**src/rtl/pc_gen_if.sv**
```systemverilog
// Fetch-stage PC generator bus.
// Carries the redirect inputs from control/decode into pc_gen and the
// registered fetch address/enable back out to instruction memory.
//   master : pc_gen side (receives stall/flush/branch, drives pc/ce/status)
//   slave  : control/decode/imem side (mirror of master)
// Optional macro PC_ALIGN_CHECK_EN adds the misalign status signal.
interface pc_gen_if #(
    parameter int unsigned ADDR_W  = 32,
    parameter int unsigned STALL_W = 6
);
    logic [STALL_W-1:0] stall;
    logic               flush;
    logic [ADDR_W-1:0]  new_pc;
    logic               branch_flag;
    logic [ADDR_W-1:0]  branch_target;
    logic [ADDR_W-1:0]  pc;
    logic               ce;
    logic               redirect_pending;
`ifdef PC_ALIGN_CHECK_EN
    logic               misalign;
`endif

    modport master (
        input  stall,
        input  flush,
        input  new_pc,
        input  branch_flag,
        input  branch_target,
        output pc,
        output ce,
        output redirect_pending
`ifdef PC_ALIGN_CHECK_EN
        ,
        output misalign
`endif
    );

    modport slave (
        output stall,
        output flush,
        output new_pc,
        output branch_flag,
        output branch_target,
        input  pc,
        input  ce,
        input  redirect_pending
`ifdef PC_ALIGN_CHECK_EN
        ,
        input  misalign
`endif
    );
endinterface

```
**src/rtl/pc_gen.sv**
```systemverilog
// Program-counter generator for the fetch stage.
// Produces the registered instruction fetch address and memory enable,
// honouring flush, stall and branch redirects. A branch seen while stalled
// is parked in a pending-target register and applied once the stall clears.
// Ports:
//   clk  - rising-edge clock
//   rst  - asynchronous active-high reset
//   bus  - pc_gen_if.master: stall/flush/new_pc/branch_flag/branch_target in,
//          pc/ce/redirect_pending (and misalign) out, all outputs registered
// Optional macro PC_ALIGN_CHECK_EN: adds the registered misalign flag.
module pc_gen #(
    parameter int unsigned          ADDR_W    = 32,
    parameter logic [ADDR_W-1:0]    RESET_VEC = '0,
    parameter int unsigned          INC       = 4,
    parameter int unsigned          STALL_W   = 6
) (
    input  logic      clk,
    input  logic      rst,
    pc_gen_if.master  bus
);

    typedef enum logic [1:0] {
        ST_OFF  = 2'd0,
        ST_RUN  = 2'd1,
        ST_HELD = 2'd2
    } state_t;

    state_t             r_state;
    logic [ADDR_W-1:0]  r_pc;
    logic [ADDR_W-1:0]  r_tgt;
    logic               r_ce;
    logic               r_pend;

    state_t             w_state_nxt;
    logic [ADDR_W-1:0]  w_pc_nxt;
    logic [ADDR_W-1:0]  w_tgt_nxt;
    logic               w_ce_nxt;
    logic               w_pend_nxt;
    logic               w_stall;

    // Only stall bit 0 freezes the PC; the upper bits are for other stages.
    assign w_stall = bus.stall[0];

    generate
        if (STALL_W > 1) begin : g_stall_hi
            logic w_stall_hi_unused;
            assign w_stall_hi_unused = ^bus.stall[STALL_W-1:1];
        end
    endgenerate

    // Next-state / next-PC selection in redirect priority order.
    always_comb begin
        w_state_nxt = r_state;
        w_pc_nxt    = r_pc;
        w_tgt_nxt   = r_tgt;

        case (r_state)
            ST_OFF: begin
                w_state_nxt = ST_RUN;
                w_pc_nxt    = RESET_VEC;
            end
            default: begin
                if (bus.flush) begin
                    // Flush wins over everything and drops any parked branch.
                    w_state_nxt = ST_RUN;
                    w_pc_nxt    = bus.new_pc;
                    w_tgt_nxt   = '0;
                end else if (!w_stall) begin
                    w_state_nxt = ST_RUN;
                    if (bus.branch_flag) begin
                        w_pc_nxt = bus.branch_target;
                    end else if (r_state == ST_HELD) begin
                        w_pc_nxt = r_tgt;
                    end else begin
                        w_pc_nxt = r_pc + ADDR_W'(INC);
                    end
                end else if (bus.branch_flag) begin
                    // Stalled branch: park it; newest one wins.
                    w_state_nxt = ST_HELD;
                    w_tgt_nxt   = bus.branch_target;
                end
            end
        endcase

        w_ce_nxt   = (w_state_nxt != ST_OFF);
        w_pend_nxt = (w_state_nxt == ST_HELD);
    end

    // State and output registers.
    always_ff @(posedge clk or posedge rst) begin
        if (rst) begin
            r_state <= ST_OFF;
            r_pc    <= RESET_VEC;
            r_tgt   <= '0;
            r_ce    <= 1'b0;
            r_pend  <= 1'b0;
        end else begin
            r_state <= w_state_nxt;
            r_pc    <= w_pc_nxt;
            r_tgt   <= w_tgt_nxt;
            r_ce    <= w_ce_nxt;
            r_pend  <= w_pend_nxt;
        end
    end

    assign bus.pc               = r_pc;
    assign bus.ce               = r_ce;
    assign bus.redirect_pending = r_pend;

`ifdef PC_ALIGN_CHECK_EN
    // Low log2(INC) bits of the next PC must be zero; mask is empty for INC=1.
    localparam logic [ADDR_W-1:0] ALIGN_MASK = ADDR_W'(INC - 1);

    logic r_misalign;
    logic w_misalign_nxt;

    assign w_misalign_nxt = |(w_pc_nxt & ALIGN_MASK);

    always_ff @(posedge clk or posedge rst) begin
        if (rst) begin
            r_misalign <= 1'b0;
        end else begin
            r_misalign <= w_misalign_nxt;
        end
    end

    assign bus.misalign = r_misalign;
`endif

endmodule

```
**src/flat_wrapper.sv**
```systemverilog
// flat-port wrapper written by rule: the top's interface ports become plain ports
module pc_gen_flat 
#(
    parameter int unsigned          ADDR_W    = 32,
    parameter logic [ADDR_W-1:0]    RESET_VEC = '0,
    parameter int unsigned          INC       = 4,
    parameter int unsigned          STALL_W   = 6
)
  (clk, rst, bus_stall, bus_flush, bus_new_pc, bus_branch_flag, bus_branch_target, bus_pc, bus_ce, bus_redirect_pending);
  pc_gen_if #(.ADDR_W(ADDR_W), .STALL_W(STALL_W)) bus_i ();
  input  logic clk;
  input  logic rst;
  input wire logic [$bits(bus_i.stall)-1:0] bus_stall;
  input wire logic [$bits(bus_i.flush)-1:0] bus_flush;
  input wire logic [$bits(bus_i.new_pc)-1:0] bus_new_pc;
  input wire logic [$bits(bus_i.branch_flag)-1:0] bus_branch_flag;
  input wire logic [$bits(bus_i.branch_target)-1:0] bus_branch_target;
  output wire logic [$bits(bus_i.pc)-1:0] bus_pc;
  output wire logic [$bits(bus_i.ce)-1:0] bus_ce;
  output wire logic [$bits(bus_i.redirect_pending)-1:0] bus_redirect_pending;
  assign bus_i.stall = bus_stall;
  assign bus_i.flush = bus_flush;
  assign bus_i.new_pc = bus_new_pc;
  assign bus_i.branch_flag = bus_branch_flag;
  assign bus_i.branch_target = bus_branch_target;
  assign bus_pc = bus_i.pc;
  assign bus_ce = bus_i.ce;
  assign bus_redirect_pending = bus_i.redirect_pending;
  pc_gen #(.ADDR_W(ADDR_W), .RESET_VEC(RESET_VEC), .INC(INC), .STALL_W(STALL_W)) u_core (.clk(clk), .rst(rst), .bus(bus_i));
endmodule
```
**config.mk**
```make
export PLATFORM = sky130hd
export DESIGN_NAME = pc_gen_flat
export DESIGN_NICKNAME = d
export VERILOG_FILES = /design/src/rtl/pc_gen_if.sv /design/src/rtl/pc_gen.sv /design/src/flat_wrapper.sv
export SDC_FILE = /design/constraint.sdc
export NUM_CORES = 1
export LEC_CHECK = 0
export ABC_AREA = 1
export CAP_MARGIN = 20
export CORE_MARGIN = 5
export CORE_UTILIZATION = 25
export DETAILED_ROUTE_END_ITERATION = 16
export PLACE_DENSITY_LB_ADDON = 0.3
export SLEW_MARGIN = 15
export SYNTH_ARGS = -nofsm -noshare
export SYNTH_HDL_FRONTEND = slang
export SYNTH_SLANG_ARGS = --single-unit
```
**constraint.sdc**
```tcl
create_clock -name clk -period 2.6 [get_ports clk]
set_input_delay 0.52 -clock clk [delete_from_list [all_inputs] [get_ports clk]]
set_output_delay 0.52 -clock clk [all_outputs]
set_load 0.01 [all_outputs]
```
==> run_results.csv, run 1 <==
group,metric,value,unit
die,initial_core_util,25.15,%
synthesis,syn_area_per_cell,6.727,um2
timing,finalHoldViolations,0,
finish,nNetsFinal,819,
setup_path,cp-start-kind,"flip-flop",
detailed_routing,wl,14090,um
setup_path,end_kind,"primary output",
global_routing,overflow,0,
clock_network,cts.reportedPaths.clkPinSlew,60,ps
detailed_routing,drtIter0Drc,212,
global_routing,grt_start_max_net_pins,69,
setup_path,path_buf_inv,1,
synthesis,syn-num-nets,715,
clock_network,cts_buffers,9,
placement,dpl.hpwl,10480,um
placement,port_buffers,102,
timing,setup_viol,0,
clock_network,clkLatencyLatePin,340,ps
synthesis,synth_async_sr_flop_share,100.0,%
global_routing,grt_pass1_wl,23290,um
setup_path,slowest_stage,"clkdlybuf4s50_1",
pwr,powerDensity,574.7,nW/um2
die,rows,48,
detailed_routing,drt_first_pass_iters,5,
die,pin_count,108,
clock_network,clock-root-buffer,"clkbuf_16",
pwr,p_leak,2.744,nW
synthesis,ys.flop_type,"dfrtp_1",
clock_network,postCtsSetupBuffers,0,
setup_path,critPathMaxFanout,6,
synthesis,synth_cell_types,32,
setup_path,cp_cell_sequence,"clkdlybuf4s50_1",
finish,drive_gt1_share,6.943,%
placement,routabilityCongestion,0.8254,
timing,fmax,520.1,MHz
placement,place_area,5627,um2
clock_network,cts_sinks,68,
synthesis,synth_area,4305,um2
setup_path,worstPathArrival,1400,ps
setup_path,slowest_delay,590,ps
detailed_routing,met2_length,6425,um
timing,setup-tns-final,0,ps
detailed_routing,postRouteAntennaNets,0,
global_routing,antenna_found_initial,0,
setup_path,crit_family,"buffers and inverters",
flow_run,maxCapViolCount,0,
timing,finalCriticalPeriod,1923,ps
die,dieArea,19950,um2
detailed_routing,wl_met3,740,um
pwr,ir_drop,0.2890,mV
finish,n_antenna_cell,0,
clock_network,hold_buffers,0,
setup_path,cp.required,2080,ps
finish,syn2layout_area_growth,38.07,%
die,coreArea,17120,um2
detailed_routing,wl_met1,6670,um
detailed_routing,highest_layer,"met4",
finish,mostFrequentLayoutCell,"nand2_1",
setup_path,worstSetupPathType,"flip-flop to primary output",
timing,fin_crit_sh,73.95,%
finish,design_area,5944,um2
die,die_w,141.2,um
finish,layout_common_cells,"nand2_1, inv_1, clkdlybuf4s50_1",
die,fp.dieH,141.2,um
clock_network,cts_max_path_buffers,2,
synthesis,syn_inst,640,
synthesis,synth-seq-area-share,39.52,%
timing,tightest_slew,786.9,ps
detailed_routing,remaining_drc_errors,0,
clock_network,cts_resized,0,
clock_network,htreeDepth,3,
synthesis,ys_seq_elements,68,
detailed_routing,via_per_inst,4.478,
synthesis,synth_warnings,0,
global_routing,grt.total_usage,14.72,%
hold_path,holdCritPathClass,"flip-flop to flip-flop",
timing,drv_slew,0,
global_routing,grt_pass1_vias,4372,
status,outcome,"finished clean",
clock_network,cts_tree,"yes",
synthesis,synth-edff-count,0,
timing,skew,6.610,ps
detailed_routing,vias,4362,
detailed_routing,wire_per_inst,14.46,um
timing,grt_setup_unrepaired,"no",
timing,slew_headroom,47.54,%
stage by stage:
stage | instances | worst slack (ps) | util [%] | power (mW) | hold slack (ps)
6_report | 974 | 677.3 | 34.73 | 3.416 | 522.6
3_5_place_dp | 958 | 347.9 | 32.87 | 2.113 | 507.5
5_1_grt | 974 | 470.5 | 34.73 | 3.604 | 538.5
4_1_cts | 974 | 660.9 | 34.73 | 3.450 | 522.6
2_1_floorplan | 640 | 368.5 | - | 1.695 | 487.6
3_3_place_gp | 958 | 353.0 | 32.87 | 2.106 | 498.7
Yosys cell counts, drive strengths merged, types with 4 or more instances:
cell      n  area (um2)
dfrtp    68        1702
nand2   186       713.2
o22ai    30       187.7
o21bai    7       52.55
nor2     47       196.4
xor2      4       35.03
a21oi    35       178.9
buf      10       68.81
nand3    47       235.2
clkbuf   14       52.55
inv     112       422.9
o21ai    62       310.3
kinds of logic (layout without fill, tap and decap cells):
group           Yosys count  count (layout)  synth area share, %
compound gates          143             143                18.80
fa+ha+maj                 1               1               0.2906
simple gates            287             287                27.84
other cells               1               1              0.08710
buf+inv                 136             245                12.64
flops                    68              68                39.52
xor+xnor                  4               4               0.8136
per-layer routing:
layer	global-route usage, %	vias up
li1	-	2248
met1	19.89	2006
met2	23.35	88
met3	3.358	20
met4	4.742	0
met5	0	-
final timing paths:
path	slack [ps]	from	to	depth (start not counted)
max reg2reg	700	u_core.bus.pc[3]	u_core.bus.pc[22]	10
min	520	u_core.r_tgt[31]	u_core.r_tgt[31]	2
max in group asynchronous	1720	rst	u_core.r_tgt[16]	3
min reg2reg	520	u_core.r_tgt[31]	u_core.r_tgt[31]	2
max	680	u_core.bus.pc[19]	bus_pc[19]	1
min in group asynchronous	580	rst	u_core.r_tgt[6]	3
report_power, final:
group | leakage [nW] | internal [mW] | switching [mW] | total, mW
clock | 0.159 | 0.861 | 0.470 | 1.33
sequential | 0.864 | 1.17 | 0.125 | 1.29
combinational | 1.72 | 0.386 | 0.409 | 0.795
cell type report:
type	count	area, um2
Clock buffer	11	242.7
Timing Repair Buffer	117	1159
Multi-Input combinational cell	436	2062
Tap cell	225	281.5
Inverter	112	422.9
Clock inverter	5	75.07
Fill cell	1878	11170
Sequential cell	68	1702
sequential cells by signal, summed over array words and instances (netlist names):
name	flops
u_core.bus.redirect_pending	1
u_core.r_tgt	32
u_core.r_state	2
u_core.bus.ce	1
u_core.bus.pc	32
No activity file was read; power rests on OpenSTA's default activity.
==> inputs of run 2 (changes only) <==
clock period = 1.5 ns   (was 2.6 ns; I/O delays follow)
==> run_results.csv, run 2 (same netlist as run 1, synthesis figures left out) <==
group,metric,value,unit
die,die_w,141.2,um
setup_path,worstPathArrival,1850,ps
placement,dpl.hpwl,11500,um
pwr,powerDensity,921.1,nW/um2
hold_path,holdCritPathClass,"primary input to asynchronous set/reset pin",
timing,finalCriticalPeriod,1614,ps
status,violations,"setup timing",
global_routing,grt_start_max_net_pins,69,
flow_run,maxCapViolCount,0,
finish,nNetsFinal,920,
detailed_routing,vias,4776,
detailed_routing,wl,15630,um
timing,finalHoldViolations,0,
setup_path,crit_family,"simple AND/OR/NAND/NOR gates",
timing,setup_viol,18,
global_routing,grt_pass1_vias,4694,
pwr,ir_drop,0.4995,mV
setup_path,slowest_delay,390,ps
die,fp.dieH,141.2,um
setup_path,r2r_cells,11,
pwr,intPower,4.581,mW
die,rows,48,
clock_network,clock-root-buffer,"clkbuf_16",
finish,finalNonFillerCells,1075,
setup_path,cp.required,1730,ps
finish,drive_gt1_share,24.71,%
placement,port_buffers,102,
setup_path,reg2reg_from,"u_core.bus.pc[2]",
finish,layout_common_cells,"nand2_1, inv_1, buf_4",
timing,fin_ws,-114.4,ps
die,pin_count,108,
setup_path,critPathMaxFanout,4,
pwr,switching_power,1.936,mW
detailed_routing,via_per_inst,4.443,
pwr,p_leak,3.443,nW
timing,grt_setup_unrepaired,"yes",
finish,syn2layout_area_growth,64.31,%
timing,fin_crit_sh,107.6,%
clock_network,htreeDepth,3,
clock_network,cts_tree,"yes",
setup_path,cp-start-kind,"flip-flop",
global_routing,overflow,0,
detailed_routing,postRouteAntennaNets,0,
clock_network,cts.reportedPaths.clkPinSlew,60,ps
global_routing,grt.total_usage,15.71,%
setup_path,critPathMostFrequentCell,"nand2_1",
setup_path,path_buf_inv,1,
global_routing,antenna_found_initial,0,
detailed_routing,remaining_drc_errors,0,
finish,n_antenna_cell,0,
die,coreArea,17120,um2
setup_path,worstSetupPathType,"flip-flop to flip-flop",
placement,dp.cells,1035,
status,outcome,"finished, violations left",
pwr,clkPwrFrac,37.7,%
global_routing,grt_pass1_wl,24700,um
setup_path,cp_cell_sequence,"ha_2, nand2_4, nor2_4, buf_4, nand2_4, nor2_4, or2_2, nand3_2, nand2_1, nand2_1, nand2_1",
pwr,total_power,6.516,mW
setup_path,end_kind,"flip-flop",
clock_network,cts_sinks,68,
pwr,sw_frac_of_total,29.71,%
die,initial_core_util,25.15,%
setup_path,r2r_slack,-110,ps
timing,hold_ws,409.0,ps
timing,fmax,619.4,MHz
clock_network,cts_buffers,9,
detailed_routing,wire_per_inst,14.54,um
setup_path,worstReg2RegEnd,"u_core.bus.pc[16]",
pwr,seq_power_share,33.3,%
pwr,p_comb_share,29.0,%
placement,routabilityCongestion,0.8543,
timing,drv_slew,0,
die,dieArea,19950,um2
setup_path,slowest_stage,"dfrtp_1",
clock_network,clkLatencyLatePin,340,ps
detailed_routing,drtIter0Drc,219,
detailed_routing,drt_first_pass_iters,4,
clock_network,cts_max_path_buffers,2,
timing,skew,8.416,ps
finish,mostFrequentLayoutCell,"nand2_1",
run 2: changes by cell type in the layout (fill, tap and decap cells not counted), sizes merged:
| cell | before | now |
|---|---|---|
| clkdlybuf4s15 | 0 | 9 |
| clkinvlp | 0 | 3 |
| dlymetal6s2s | 0 | 2 |
| clkinv | 3 | 2 |
| buf | 15 | 119 |
| clkdlybuf4s50 | 102 | 66 |
| inv | 112 | 111 |
| dlygate4sd2 | 0 | 20 |
| bufinv | 2 | 3 |
run 2: cell type report:
cell class | instances | area (um2)
fill | 1785 | 10040
multi-input combinational | 436 | 2347
timing repair buffer | 218 | 1969
sequential | 68 | 1707
inverter | 112 | 429.2
tap | 225 | 281.5
clock buffer | 9 | 225.2
clock inverter | 7 | 115.1
run 2: timing repair:
action,in CTS,in global routing
hold buffers,0,0
endpoints found under the setup margin,59,66
endpoints found under the hold margin,0,0
pin swaps,15,25
resized for setup,86,70
gates cloned,0,1
setup buffers,17,7
run 2: worst max path at each step:
| stage | from | depth (start not counted) | endpoint |
|---|---|---|---|
| 5_1_grt | u_core.bus.pc[2] | 11 | u_core.bus.pc[22] |
| 6_report | u_core.bus.pc[2] | 11 | u_core.bus.pc[16] |
| 3_3_place_gp | bus_flush | 8 | u_core.bus.pc[29] |
| 4_1_cts | u_core.bus.pc[3] | 11 | u_core.bus.pc[16] |
| 3_5_place_dp | bus_flush | 8 | u_core.bus.pc[29] |
| 2_1_floorplan | u_core.bus.pc[3] | 10 | u_core.bus.pc[12] |
run 2: through the flow:
stage | setup TNS (ps) | cell area (um2) | setup slack, ps | utilization [%]
2_1_floorplan | -5.188 | 4312 | -5.188 | -
3_5_place_dp | -19080 | 6236 | -364.1 | 36.43
6_report | -1096 | 7074 | -114.4 | 41.33
3_3_place_gp | -17850 | 6236 | -365.8 | 36.43
4_1_cts | -958.0 | 6818 | -114.4 | 39.83
5_1_grt | -3653 | 7074 | -257.6 | 41.33
run 2: worst reg2reg max path: stages (launching register included):
cell and delay, ps:
dfrtp_1 390, ha_2 210, nand2_4 80, nor2_4 50, buf_4 140, nand2_4 90
nor2_4 60, or2_2 280, nand3_2 60, nand2_1 40, nand2_1 50, nand2_1 50
run 2: per-layer routing:
layer,routed length (um),vias up,global-route usage [%]
met3,708,8,3.290
li1,-,2457,-
met2,7372,106,25.21
met5,0,-,0
met4,119,0,3.213
met1,7427,2205,21.93
run 2: power groups by stage:
| stage | logic, mW | registers, mW | clock network, mW |
|---|---|---|---|
| floorplan | 0.677 | 2.26 | 0 |
| global placement | 1.69 | 2.21 | 0 |
| detailed placement | 1.70 | 2.22 | 0 |
| CTS | 1.79 | 2.16 | 2.50 |
| global route | 2.09 | 2.19 | 2.58 |
| finish | 1.89 | 2.17 | 2.46 |
==> inputs of run 3 (changes only) <==
CTS_CLUSTER_SIZE = 8   (was default)
==> results of run 3 <==
Final layout, timing and power as in run 2 (identical DEF).
